`src/rtl/mem_stage_lsu.sv`:
```
`default_nettype none
// ============================================================================
// mem_stage_lsu : MEM-stage load/store unit - data-bus req/gnt/rvalid handshake,
//                 load alignment/extension and MEM/WB writeback generation.
// Revision 1.0
// ============================================================================
module mem_stage_lsu #(
   parameter int TIMEOUT_CYCLES = 16
) (
   input  logic        clk,
   input  logic        rst_n,
   input  logic [31:0] exmem_op_c_i,
   input  logic [4:0]  exmem_reg_waddr_i,
   input  logic        exmem_reg_we_i,
   input  logic        exmem_mtype_i,
   input  logic        exmem_mem_rw_i,
   input  logic [1:0]  exmem_mem_width_i,
   input  logic [31:0] exmem_mem_wr_data_i,
   input  logic        exmem_mem_rdtype_i,
   input  logic [31:0] exmem_mem_addr_i,
   output logic        dbus_req_o,
   output logic        dbus_we_o,
   output logic [3:0]  dbus_be_o,
   output logic [31:0] dbus_addr_o,
   output logic [31:0] dbus_wdata_o,
   input  logic        dbus_gnt_i,
   input  logic        dbus_rvalid_i,
   input  logic [31:0] dbus_rdata_i,
   output logic [31:0] mem_reg_wdata_o,
   output logic [4:0]  mem_reg_waddr_o,
   output logic        mem_reg_we_o,
   output logic        mem_stall_req_o,
   output logic        mem_misalign_o,
   output logic        mem_bus_err_o
);

   localparam int CNT_W = (TIMEOUT_CYCLES > 2) ? $clog2(TIMEOUT_CYCLES) : 1;
   localparam logic [CNT_W-1:0] CNT_LAST = CNT_W'(TIMEOUT_CYCLES - 1);

   typedef enum logic [1:0] {
      ST_IDLE = 2'd0,
      ST_ADDR = 2'd1,
      ST_DATA = 2'd2
   } state_t;

   state_t           state, state_nxt;
   logic [CNT_W-1:0] tcnt, tcnt_nxt;
   logic [1:0]       ld_width, ld_off;
   logic             ld_zext;

   logic        misalign, memop, is_store, timeout, capture;
   logic        req, stall, wb_we, bus_err, mis_pulse;
   logic [31:0] wb_wdata, load_val, lane_wdata;
   logic [3:0]  be;
   logic [7:0]  ld_byte;
   logic [15:0] ld_half;

   assign misalign = ((exmem_mem_width_i == 2'b01) & exmem_mem_addr_i[0]) |
                     (exmem_mem_width_i[1] & (|exmem_mem_addr_i[1:0]));
   assign memop    = exmem_mtype_i & ~misalign;
   assign is_store = exmem_mem_rw_i;
   assign timeout  = (state != ST_IDLE) && (tcnt == CNT_LAST);

   always_comb begin
      be         = 4'b1111;
      lane_wdata = exmem_mem_wr_data_i;
      case (exmem_mem_width_i)
         2'b00: begin
            be         = 4'b0001 << exmem_mem_addr_i[1:0];
            lane_wdata = {4{exmem_mem_wr_data_i[7:0]}};
         end
         2'b01: begin
            be         = 4'b0011 << {exmem_mem_addr_i[1], 1'b0};
            lane_wdata = {2{exmem_mem_wr_data_i[15:0]}};
         end
         default: ;
      endcase
   end

   // Load lane selection uses the attributes captured at grant time.
   always_comb begin
      ld_byte = dbus_rdata_i[7:0];
      case (ld_off)
         2'd1:    ld_byte = dbus_rdata_i[15:8];
         2'd2:    ld_byte = dbus_rdata_i[23:16];
         2'd3:    ld_byte = dbus_rdata_i[31:24];
         default: ;
      endcase
      ld_half  = ld_off[1] ? dbus_rdata_i[31:16] : dbus_rdata_i[15:0];
      load_val = dbus_rdata_i;
      case (ld_width)
         2'b00:   load_val = ld_zext ? {24'b0, ld_byte} : {{24{ld_byte[7]}}, ld_byte};
         2'b01:   load_val = ld_zext ? {16'b0, ld_half} : {{16{ld_half[15]}}, ld_half};
         default: ;
      endcase
   end

   always_comb begin
      state_nxt = state;
      tcnt_nxt  = '0;
      req       = 1'b0;
      stall     = 1'b0;
      wb_we     = 1'b0;
      wb_wdata  = exmem_op_c_i;
      bus_err   = 1'b0;
      mis_pulse = 1'b0;
      capture   = 1'b0;
      case (state)
         ST_IDLE: begin
            if (!exmem_mtype_i) begin
               wb_we = exmem_reg_we_i;
            end else if (misalign) begin
               mis_pulse = 1'b1;
            end else begin
               req = 1'b1;
               if (dbus_gnt_i) begin
                  capture = 1'b1;
                  if (!is_store) begin
                     stall     = 1'b1;
                     state_nxt = ST_DATA;
                  end
               end else begin
                  stall     = 1'b1;
                  state_nxt = ST_ADDR;
               end
            end
         end
         ST_ADDR: begin
            tcnt_nxt = tcnt + 1'b1;
            if (timeout) begin
               bus_err   = 1'b1;
               state_nxt = ST_IDLE;
            end else begin
               req   = 1'b1;
               stall = 1'b1;
               if (dbus_gnt_i) begin
                  capture = 1'b1;
                  // A store completes in its grant cycle; release the hold so it is not re-issued.
                  if (is_store) begin
                     stall     = 1'b0;
                     state_nxt = ST_IDLE;
                  end else begin
                     state_nxt = ST_DATA;
                  end
               end
            end
         end
         ST_DATA: begin
            tcnt_nxt = tcnt + 1'b1;
            if (timeout) begin
               bus_err   = 1'b1;
               state_nxt = ST_IDLE;
            end else if (dbus_rvalid_i) begin
               wb_we     = exmem_reg_we_i;
               wb_wdata  = load_val;
               state_nxt = ST_IDLE;
            end else begin
               stall = 1'b1;
            end
         end
         default: state_nxt = ST_IDLE;
      endcase
   end

   always_ff @(posedge clk or negedge rst_n) begin
      if (!rst_n) begin
         state    <= ST_IDLE;
         tcnt     <= '0;
         ld_width <= 2'b00;
         ld_off   <= 2'b00;
         ld_zext  <= 1'b0;
      end else begin
         state <= state_nxt;
         tcnt  <= tcnt_nxt;
         if (capture) begin
            ld_width <= exmem_mem_width_i;
            ld_off   <= exmem_mem_addr_i[1:0];
            ld_zext  <= exmem_mem_rdtype_i;
         end
      end
   end

   // Outputs are forced low for the whole reset assertion, not only after the next edge.
   assign dbus_req_o      = rst_n & req;
   assign dbus_we_o       = rst_n & memop & is_store;
   assign dbus_be_o       = rst_n ? be : 4'b0000;
   assign dbus_addr_o     = rst_n ? {exmem_mem_addr_i[31:2], 2'b00} : 32'b0;
   assign dbus_wdata_o    = rst_n ? lane_wdata : 32'b0;
   assign mem_reg_wdata_o = rst_n ? wb_wdata : 32'b0;
   assign mem_reg_waddr_o = rst_n ? exmem_reg_waddr_i : 5'b0;
   assign mem_reg_we_o    = rst_n & wb_we;
   assign mem_stall_req_o = rst_n & stall;
   assign mem_misalign_o  = rst_n & mis_pulse;
   assign mem_bus_err_o   = rst_n & bus_err;

endmodule
`default_nettype wire
```
`config.mk`:
```
export PLATFORM = sky130hd
export DESIGN_NAME = mem_stage_lsu
export DESIGN_NICKNAME = d
export VERILOG_FILES = /design/src/rtl/mem_stage_lsu.sv
export SDC_FILE = /design/constraint.sdc
export NUM_CORES = 1
export LEC_CHECK = 0
export ABC_AREA = 1
export BUFFER_PORTS_ARGS = -buffer_cell sky130_fd_sc_hd__buf_4
export CAP_MARGIN = 20
export CORE_AREA = 2 2 99 101
export CTS_CLUSTER_DIAMETER = 200
export DETAILED_ROUTE_END_ITERATION = 10
export DIE_AREA = 0 0 101 103
export GPL_TIMING_DRIVEN = 0
export PLACE_DENSITY = 0.77
export SLEW_MARGIN = 25
export SYNTH_ARGS = -nofsm -noshare
export SYNTH_HDL_FRONTEND = slang
export SYNTH_SLANG_ARGS = --single-unit
```
`constraint.sdc`:
```
create_clock -name clk -period 1.76 [get_ports clk]
set_clock_uncertainty 0.15 [all_clocks]
set_input_delay 0.088 -clock clk [delete_from_list [all_inputs] [get_ports clk]]
set_output_delay 0.088 -clock clk [all_outputs]
set_load 0.05 [all_outputs]
```
==> flow_metrics.env, run 1 <==
export IMPL_status="complete, but fails checks"
export IMPL_violations="negative setup slack"
export IMPL_wl_per_cell_um=16.2
export IMPL_firstDrtPassIters=4
export IMPL_dpl_cell_area_mm2=0.00524
export IMPL_critPathKind="reg -> out"
export IMPL_share_comb_of_total_power_pct=89.1
export IMPL_endpoint_kind="output port"
export IMPL_via_per_inst=4.88
export IMPL_pwr_density_cell_mw_per_mm2=1060
export IMPL_power_switching_mw=3.63
export IMPL_die_height_um=103
export IMPL_drive_gt1_share_pct=53.2
export IMPL_finalPower_mw=6.20
export IMPL_via_count=4317
export IMPL_ant_nets=0
export IMPL_yosys_area_share_adder_pct=2.41
export IMPL_place_hpwl_um=11500
export IMPL_rr_endpoint="state[0]"
export IMPL_synth_top_family_by_area="simple AND/OR/NAND/NOR gates"
export IMPL_power_leakage_nw=3.09
export IMPL_p_int_mw=2.58
export IMPL_fin_crit_sh_pct=128
export IMPL_clk_path_buf_depth=2
export IMPL_synth_mux_area_fraction_pct=0
export IMPL_grt_pass1_vias=4179
export IMPL_synth_largest_area_cell="nand2_1"
export IMPL_fin_nets=920
export IMPL_wirelength_um=14300
export IMPL_hold_path_class="in -> reg"
export IMPL_synth_xor_area_share_pct=0.675
export IMPL_fin_crit_ns=2.26
export IMPL_dieArea_mm2=0.0104
export IMPL_coreArea_mm2=0.00946
export IMPL_avgSynthCellArea_um2=5.27
export IMPL_hold_end="ld_width[0]"
export IMPL_fin_area_mm2=0.00583
export IMPL_fmax_mhz=443
export IMPL_htree_levels=1
export IMPL_cts_tree="built"
export IMPL_io_pins=254
export IMPL_initial_core_util_pct=27.4
export IMPL_maxSlewViolCount=0
export IMPL_setup_viol=39
export IMPL_synthTopCellsByArea="nand2_1 (17%), o21ai_0 (14%), dfrtp_1 (11%)"
export IMPL_synth_ff_type="dfrtp_1"
export IMPL_timing_rr_start="state[0]"
export IMPL_die_w_um=101
export IMPL_holdWs_ns=0.0159
export IMPL_gp_congestion=0.924
export IMPL_num_antenna_cells=0
export IMPL_regToRegSetupSlack_ns=-0.03
export IMPL_grt_pass1_wl_um=20500
export IMPL_cp_required_ns=1.52
export IMPL_drt_iter0_markers=110
export IMPL_clk_latency_ns=0.23
export IMPL_synth_edff_count=0
export IMPL_track_usage_pct=25.1
export IMPL_nFillCells=871
export IMPL_ys_warnings_count=0
export IMPL_synth_compound_area_share_pct=28.6
export IMPL_rsz0062_at_grt="yes"
export IMPL_critPathMaxFanout=5
export IMPL_cp_data_arrival_time_ns=2.02
export IMPL_min_from="exmem_mem_width_i[0]"
export IMPL_dp_cells=857
export IMPL_synth_most_common_cell="nand2_1"
export IMPL_synth_top_cell_area_share_pct=17.4
export IMPL_yosysSeqAreaShare_pct=10.6
export IMPL_placement_rows=36
export IMPL_seqPwrFrac_pct=6.9
export IMPL_drc=0
export IMPL_worst_pin_slew_ns=0.545
export IMPL_async_reset_ff_share_pct=100
export IMPL_p_clk_share_pct=4.0
export IMPL_synthSimpleGateAreaFrac_pct=40.8
export IMPL_whs_path_depth=3
export IMPL_relSlewSlack_pct=63.7
export IMPL_grt_max_degree=16
export IMPL_ir_drop_mv=0.476
export IMPL_cts_made_buffers=3
export IMPL_root_buffer="clkbuf_8"
export IMPL_cp_start_kind="flip-flop"
export IMPL_yosys_top_cells_count="nand2_1 (120), o21ai_0 (74), inv_1 (66)"
export IMPL_cts_sinks=11
export IMPL_antenna_found_initial=0
export IMPL_swShare_pct=58.5
export IMPL_clk_pin_slew_ns=0.05
export IMPL_fin_cells=885
export IMPL_overflow=0
export IMPL_synth_seq_cells=11
export IMPL_cap_violations=0
export IMPL_fin_ws_ns=-0.497
export IMPL_synth_cell_types=36
export IMPL_synth_cells=492
export IMPL_rr_worst_depth=11
export IMPL_area_delta_synth_final_pct=125
export IMPL_port_buffers=250
export IMPL_hold_violations=0
export IMPL_synthesis_area_mm2=0.00259
[critical path: stages, from the launching register on]
cell and delay, ns:
dfrtp_1 0.39, inv_2 0.09, ha_4 0.15, inv_4 0.04
nand4_4 0.06, nand2_2 0.07, nor2_4 0.20, buf_6 0.16
buf_12 0.10, buf_12 0.13, o21ai_4 0.06, a21oi_4 0.15
buf_6 0.17
[state kept, by name (all words and copies together) (netlist names)]
| register | cells |
|---|---|
| ld_zext | 1 |
| tcnt | 4 |
| ld_off | 2 |
| state | 2 |
| ld_width | 2 |
[power groups by stage]
stage               logic [mW]  clock network [mW]  registers, mW
floorplan                 3.64                   0          0.411
global placement          4.81                   0          0.425
detailed placement        4.88                   0          0.437
CTS                       5.34               0.249          0.427
global route              5.95               0.271          0.441
finish                    5.53               0.249          0.429
[worst max path at each step]
stage                               startpoint             endpoint  slack [ns]  cells after the start
after global placement                   rst_n  mem_reg_wdata_o[20]       -0.61                      6
after floorplan           exmem_mem_width_i[1]     dbus_wdata_o[15]       -0.27                      6
after detailed placement              state[1]  mem_reg_wdata_o[25]       -0.54                     10
final                                 state[0]   mem_reg_wdata_o[8]       -0.50                     12
after CTS                             state[0]   mem_reg_wdata_o[8]       -0.47                     12
after global routing                  state[0]  mem_reg_wdata_o[21]       -0.57                     12
[layer usage]
layer	wire (µm)	share of wire (%)	GRT usage, %	up-vias
met5	0	0	0	-
met3	1010	7.0	4.14	29
met4	474	3.3	8.11	0
met1	5540	39	30.1	1950
li1	-	-	-	2142
met2	7280	51	45.6	196
[stage by stage]
step | setup WS, ns | util, % | TNS [ns]
detailed placement | -0.541 | 55.4 | -18.29
global placement | -0.615 | 55.4 | -18.51
CTS | -0.470 | 60.1 | -13.97
finish | -0.497 | 61.7 | -14.64
global route | -0.568 | 61.7 | -17.71
floorplan | -0.271 | - | -6.73
[placed cells by master (no fill, tap or decap), types with 19 or more instances in the layout]
master / n
buf_4: 229
nand2_1: 117
inv_1: 64
nor2_1: 47
buf_6: 40
o21ai_0: 34
a21oi_4: 31
or2_2: 20
o21ai_1: 20
o21ai_4: 20
nand3_1: 19
[cells by family after synthesis]
kind of cell,Yosys count
adder cells (fa/ha/maj),5
AND/OR/NAND/NOR,236
buffers and inverters,102
AO/OA/AOI/OAI,135
other,1
XOR/XNOR,2
flip-flops,11
[repair_timing]
item / in CTS / in global routing
resized for setup: 71 / 29
cloned: 2 / 2
endpoints found under the hold margin: 12 / 11
pin swaps: 8 / 6
endpoints found under the setup margin: 68 / 50
hold buffers: 1 / 1
setup buffers: 14 / 6
[final cells by class]
cell class / instances / area, µm² / share of cell area (%)
Timing Repair Buffer: 273 / 2290 / 39.3
Inverter: 70 / 265 / 4.55
Tap cell: 114 / 143 / 2.45
Buffer: 32 / 251 / 4.31
Sequential cell: 11 / 275 / 4.72
Clock buffer: 4 / 45.0 / 0.772
Multi-Input combinational cell: 381 / 2560 / 43.9
Note: power is estimated with default switching activity, not from simulation.
==> run 2, diff against run 1 <==
ABC_AREA = unset   (was 1)
CORE_AREA = 2 2 97 99   (was 2 2 99 101)
DIE_AREA = 0 0 99 101   (was 0 0 101 103)
PLACE_DENSITY = unset   (was 0.77)
PLACE_DENSITY_LB_ADDON = 0.1   (was unset)
==> flow_metrics.env, run 2 <==
export IMPL_fin_crit_ns=2.34
export IMPL_worst_pin_slew_ns=0.632
export IMPL_avgSynthCellArea_um2=6.79
export IMPL_regMostFlops="tcnt"
export IMPL_regToRegSetupSlack_ns=-0.23
export IMPL_fin_nets=791
export IMPL_ant_nets=0
export IMPL_fin_ws_ns=-0.581
export IMPL_endpoint="mem_reg_wdata_o[11]"
export IMPL_p_int_mw=2.55
export IMPL_die_height_um=101
export IMPL_grt_util_met2_pct=45.1
export IMPL_power_switching_mw=2.86
export IMPL_antenna_found_initial=0
export IMPL_place_hpwl_um=9840
export IMPL_coreArea_mm2=0.00898
export IMPL_yosys_top_cells_count="and2_1 (48), nand2_1 (36), a21oi_1 (35)"
export IMPL_cts_tree="built"
export IMPL_num_antenna_cells=0
export IMPL_finalPower_mw=5.41
export IMPL_port_buffers=250
export IMPL_htree_levels=1
export IMPL_wirelength_um=12700
export IMPL_use_met1_pct=25.9
export IMPL_fmax_mhz=427
export IMPL_synth_edff_count=0
export IMPL_hold_violations=0
export IMPL_placement_rows=35
export IMPL_synth_ff_type="dfrtp_1"
export IMPL_cts_made_buffers=3
export IMPL_rr_worst_depth=8
export IMPL_maxSlewViolCount=0
export IMPL_cp_start_kind="flip-flop"
export IMPL_use_met3_pct=4.30
export IMPL_clk_pin_slew_ns=0.05
export IMPL_grt_busiest_layer="met2"
export IMPL_seqPwrFrac_pct=8.8
export IMPL_drc=0
export IMPL_final_common_cell="buf_4"
export IMPL_wl_per_cell_um=16.9
export IMPL_root_buffer="clkbuf_8"
export IMPL_ys_warnings_count=0
export IMPL_fin_crit_sh_pct=133
export IMPL_grt_pass1_vias=3775
export IMPL_track_usage_pct=23.1
export IMPL_pwr_density_cell_mw_per_mm2=955
export IMPL_critPathKind="reg -> out"
export IMPL_setup_worst_path_start="state[1]"
export IMPL_cp_required_ns=1.52
export IMPL_via_count=3756
export IMPL_setup_viol=43
export IMPL_hold_path_class="in -> reg"
export IMPL_endpoint_kind="output port"
export IMPL_synth_most_common_cell="and2_1"
export IMPL_largest_reg_flops=4
export IMPL_p_clk_share_pct=4.6
export IMPL_synth_cell_types=46
export IMPL_gp_congestion=0.853
export IMPL_nFillCells=746
export IMPL_critPathMaxFanout=7
export IMPL_rsz0062_at_grt="yes"
export IMPL_relSlewSlack_pct=57.9
export IMPL_timing_rr_start="state[1]"
export IMPL_ir_drop_mv=0.478
export IMPL_synth_top_cell_area_share_pct=12.3
export IMPL_cp_data_arrival_time_ns=2.10
export IMPL_share_comb_of_total_power_pct=86.6
export IMPL_final_setup_tns_ns=-19.94
export IMPL_clk_path_buf_depth=2
export IMPL_synthesis_area_mm2=0.00243
export IMPL_grt_max_degree=12
export IMPL_power_leakage_nw=2.73
export IMPL_synthTopCellsByArea="and2_1 (12%), dfrtp_1 (11%), mux2i_1 (7.8%)"
export IMPL_dieArea_mm2=0.0100
export IMPL_cts_sinks=11
export IMPL_clk_latency_ns=0.24
export IMPL_initial_core_util_pct=27.1
export IMPL_yosysSeqAreaShare_pct=11.3
export IMPL_async_reset_ff_share_pct=100
export IMPL_synth_seq_cells=11
export IMPL_overflow=0
export IMPL_grt_pass1_wl_um=18900
export IMPL_swShare_pct=52.8
export IMPL_synth_cells=358
export IMPL_fin_cells=753
export IMPL_firstDrtPassIters=4
export IMPL_via_per_inst=4.99
export IMPL_synth_largest_area_cell="and2_1"
export IMPL_final_cell_mix="buf_4 (231), and2_1 (47), buf_6 (32), nand2_1 (28), nor2_1 (27)"
export IMPL_io_pins=254
export IMPL_violations="negative setup slack"
export IMPL_cap_violations=0
export IMPL_drt_iter0_markers=83
export IMPL_area_delta_synth_final_pct=133
export IMPL_drive_gt1_share_pct=61.7
export IMPL_status="complete, but fails checks"
export IMPL_die_w_um=99
export IMPL_rr_endpoint="ld_width[0]"
export IMPL_dp_cells=720
## run 2: kinds of logic (layout without fill, tap and decap cells)
| group | count (synthesis) | count (layout) | synth area share (%) |
|---|---|---|---|
| fa+ha+maj | 5 | 5 | 2.57 |
| compound gates | 106 | 106 | 28.6 |
| xor+xnor | 2 | 2 | 0.720 |
| mux | 34 | 34 | 14.8 |
| flops | 11 | 11 | 11.3 |
| other cells | 1 | 2 | 0.154 |
| buf+inv | 40 | 323 | 7.25 |
| simple gates | 159 | 159 | 34.6 |
## run 2: repair_timing
action                                 4_1_cts  5_1_grt
hold buffers                                 4        0
setup endpoints to repair                   70       51
cloned                                       2        1
pin swaps                                   16       18
gates resized for setup                     83       59
setup buffers                               19        7
endpoints found under the hold margin       14        0
## run 2: area by class of cell
type | instances | area, µm² | share of cell area (%)
tap | 111 | 139 | 2.45
multi-input combinational | 308 | 2620 | 46.2
clock buffer | 4 | 45.0 | 0.795
inverter | 8 | 30.0 | 0.530
timing repair buffer | 279 | 2350 | 41.5
sequential | 11 | 275 | 4.86
buffer | 32 | 208 | 3.67
## run 2: power groups by stage
stage               clock network, mW  logic (mW)  registers, mW
floorplan                           0        2.69          0.447
CTS                             0.258        4.27          0.470
global route                    0.270        4.96          0.483
detailed placement                  0        3.72          0.481
finish                          0.250        4.68          0.474
global placement                    0        3.69          0.472
## run 2: worst min-delay path by stage
stage | from | end | slack, ns | cells after the start
floorplan | rst_n | ld_off[0] | -0.36 | 0
global placement | rst_n | tcnt[1] | -0.20 | 1
detailed placement | rst_n | tcnt[0] | -0.20 | 1
CTS | dbus_gnt_i | state[0] | 0.02 | 3
global route | dbus_gnt_i | state[0] | 0.11 | 3
finish | dbus_gnt_i | state[0] | 0.11 | 3
## run 2: metal layers
metal  vias up  share of wire [%]
met3        13                7.3
li1       1824                  -
met1      1749                 38
met2       170                 53
met5         -                  0
met4         0                1.2
## run 2: worst max-delay path, stage by stage, from the launching register on
cell      delay [ns]
dfrtp_1         0.37
inv_2           0.06
ha_4            0.16
nand4b_1        0.23
and3_1          0.22
buf_6           0.14
o311a_4         0.19
a221oi_4        0.29
buf_6           0.20
## run 2: stage by stage
stage,setup WS (ns),util [%],hold slack (ns),instance area (µm²)
after floorplan,-0.419,-,-0.358,2820
after global placement,-0.701,53.8,-0.198,4830
after detailed placement,-0.769,53.8,-0.198,4830
after CTS,-0.617,59.7,0.0174,5360
after global routing,-0.654,63.1,0.114,5660
final,-0.581,63.1,0.107,5660
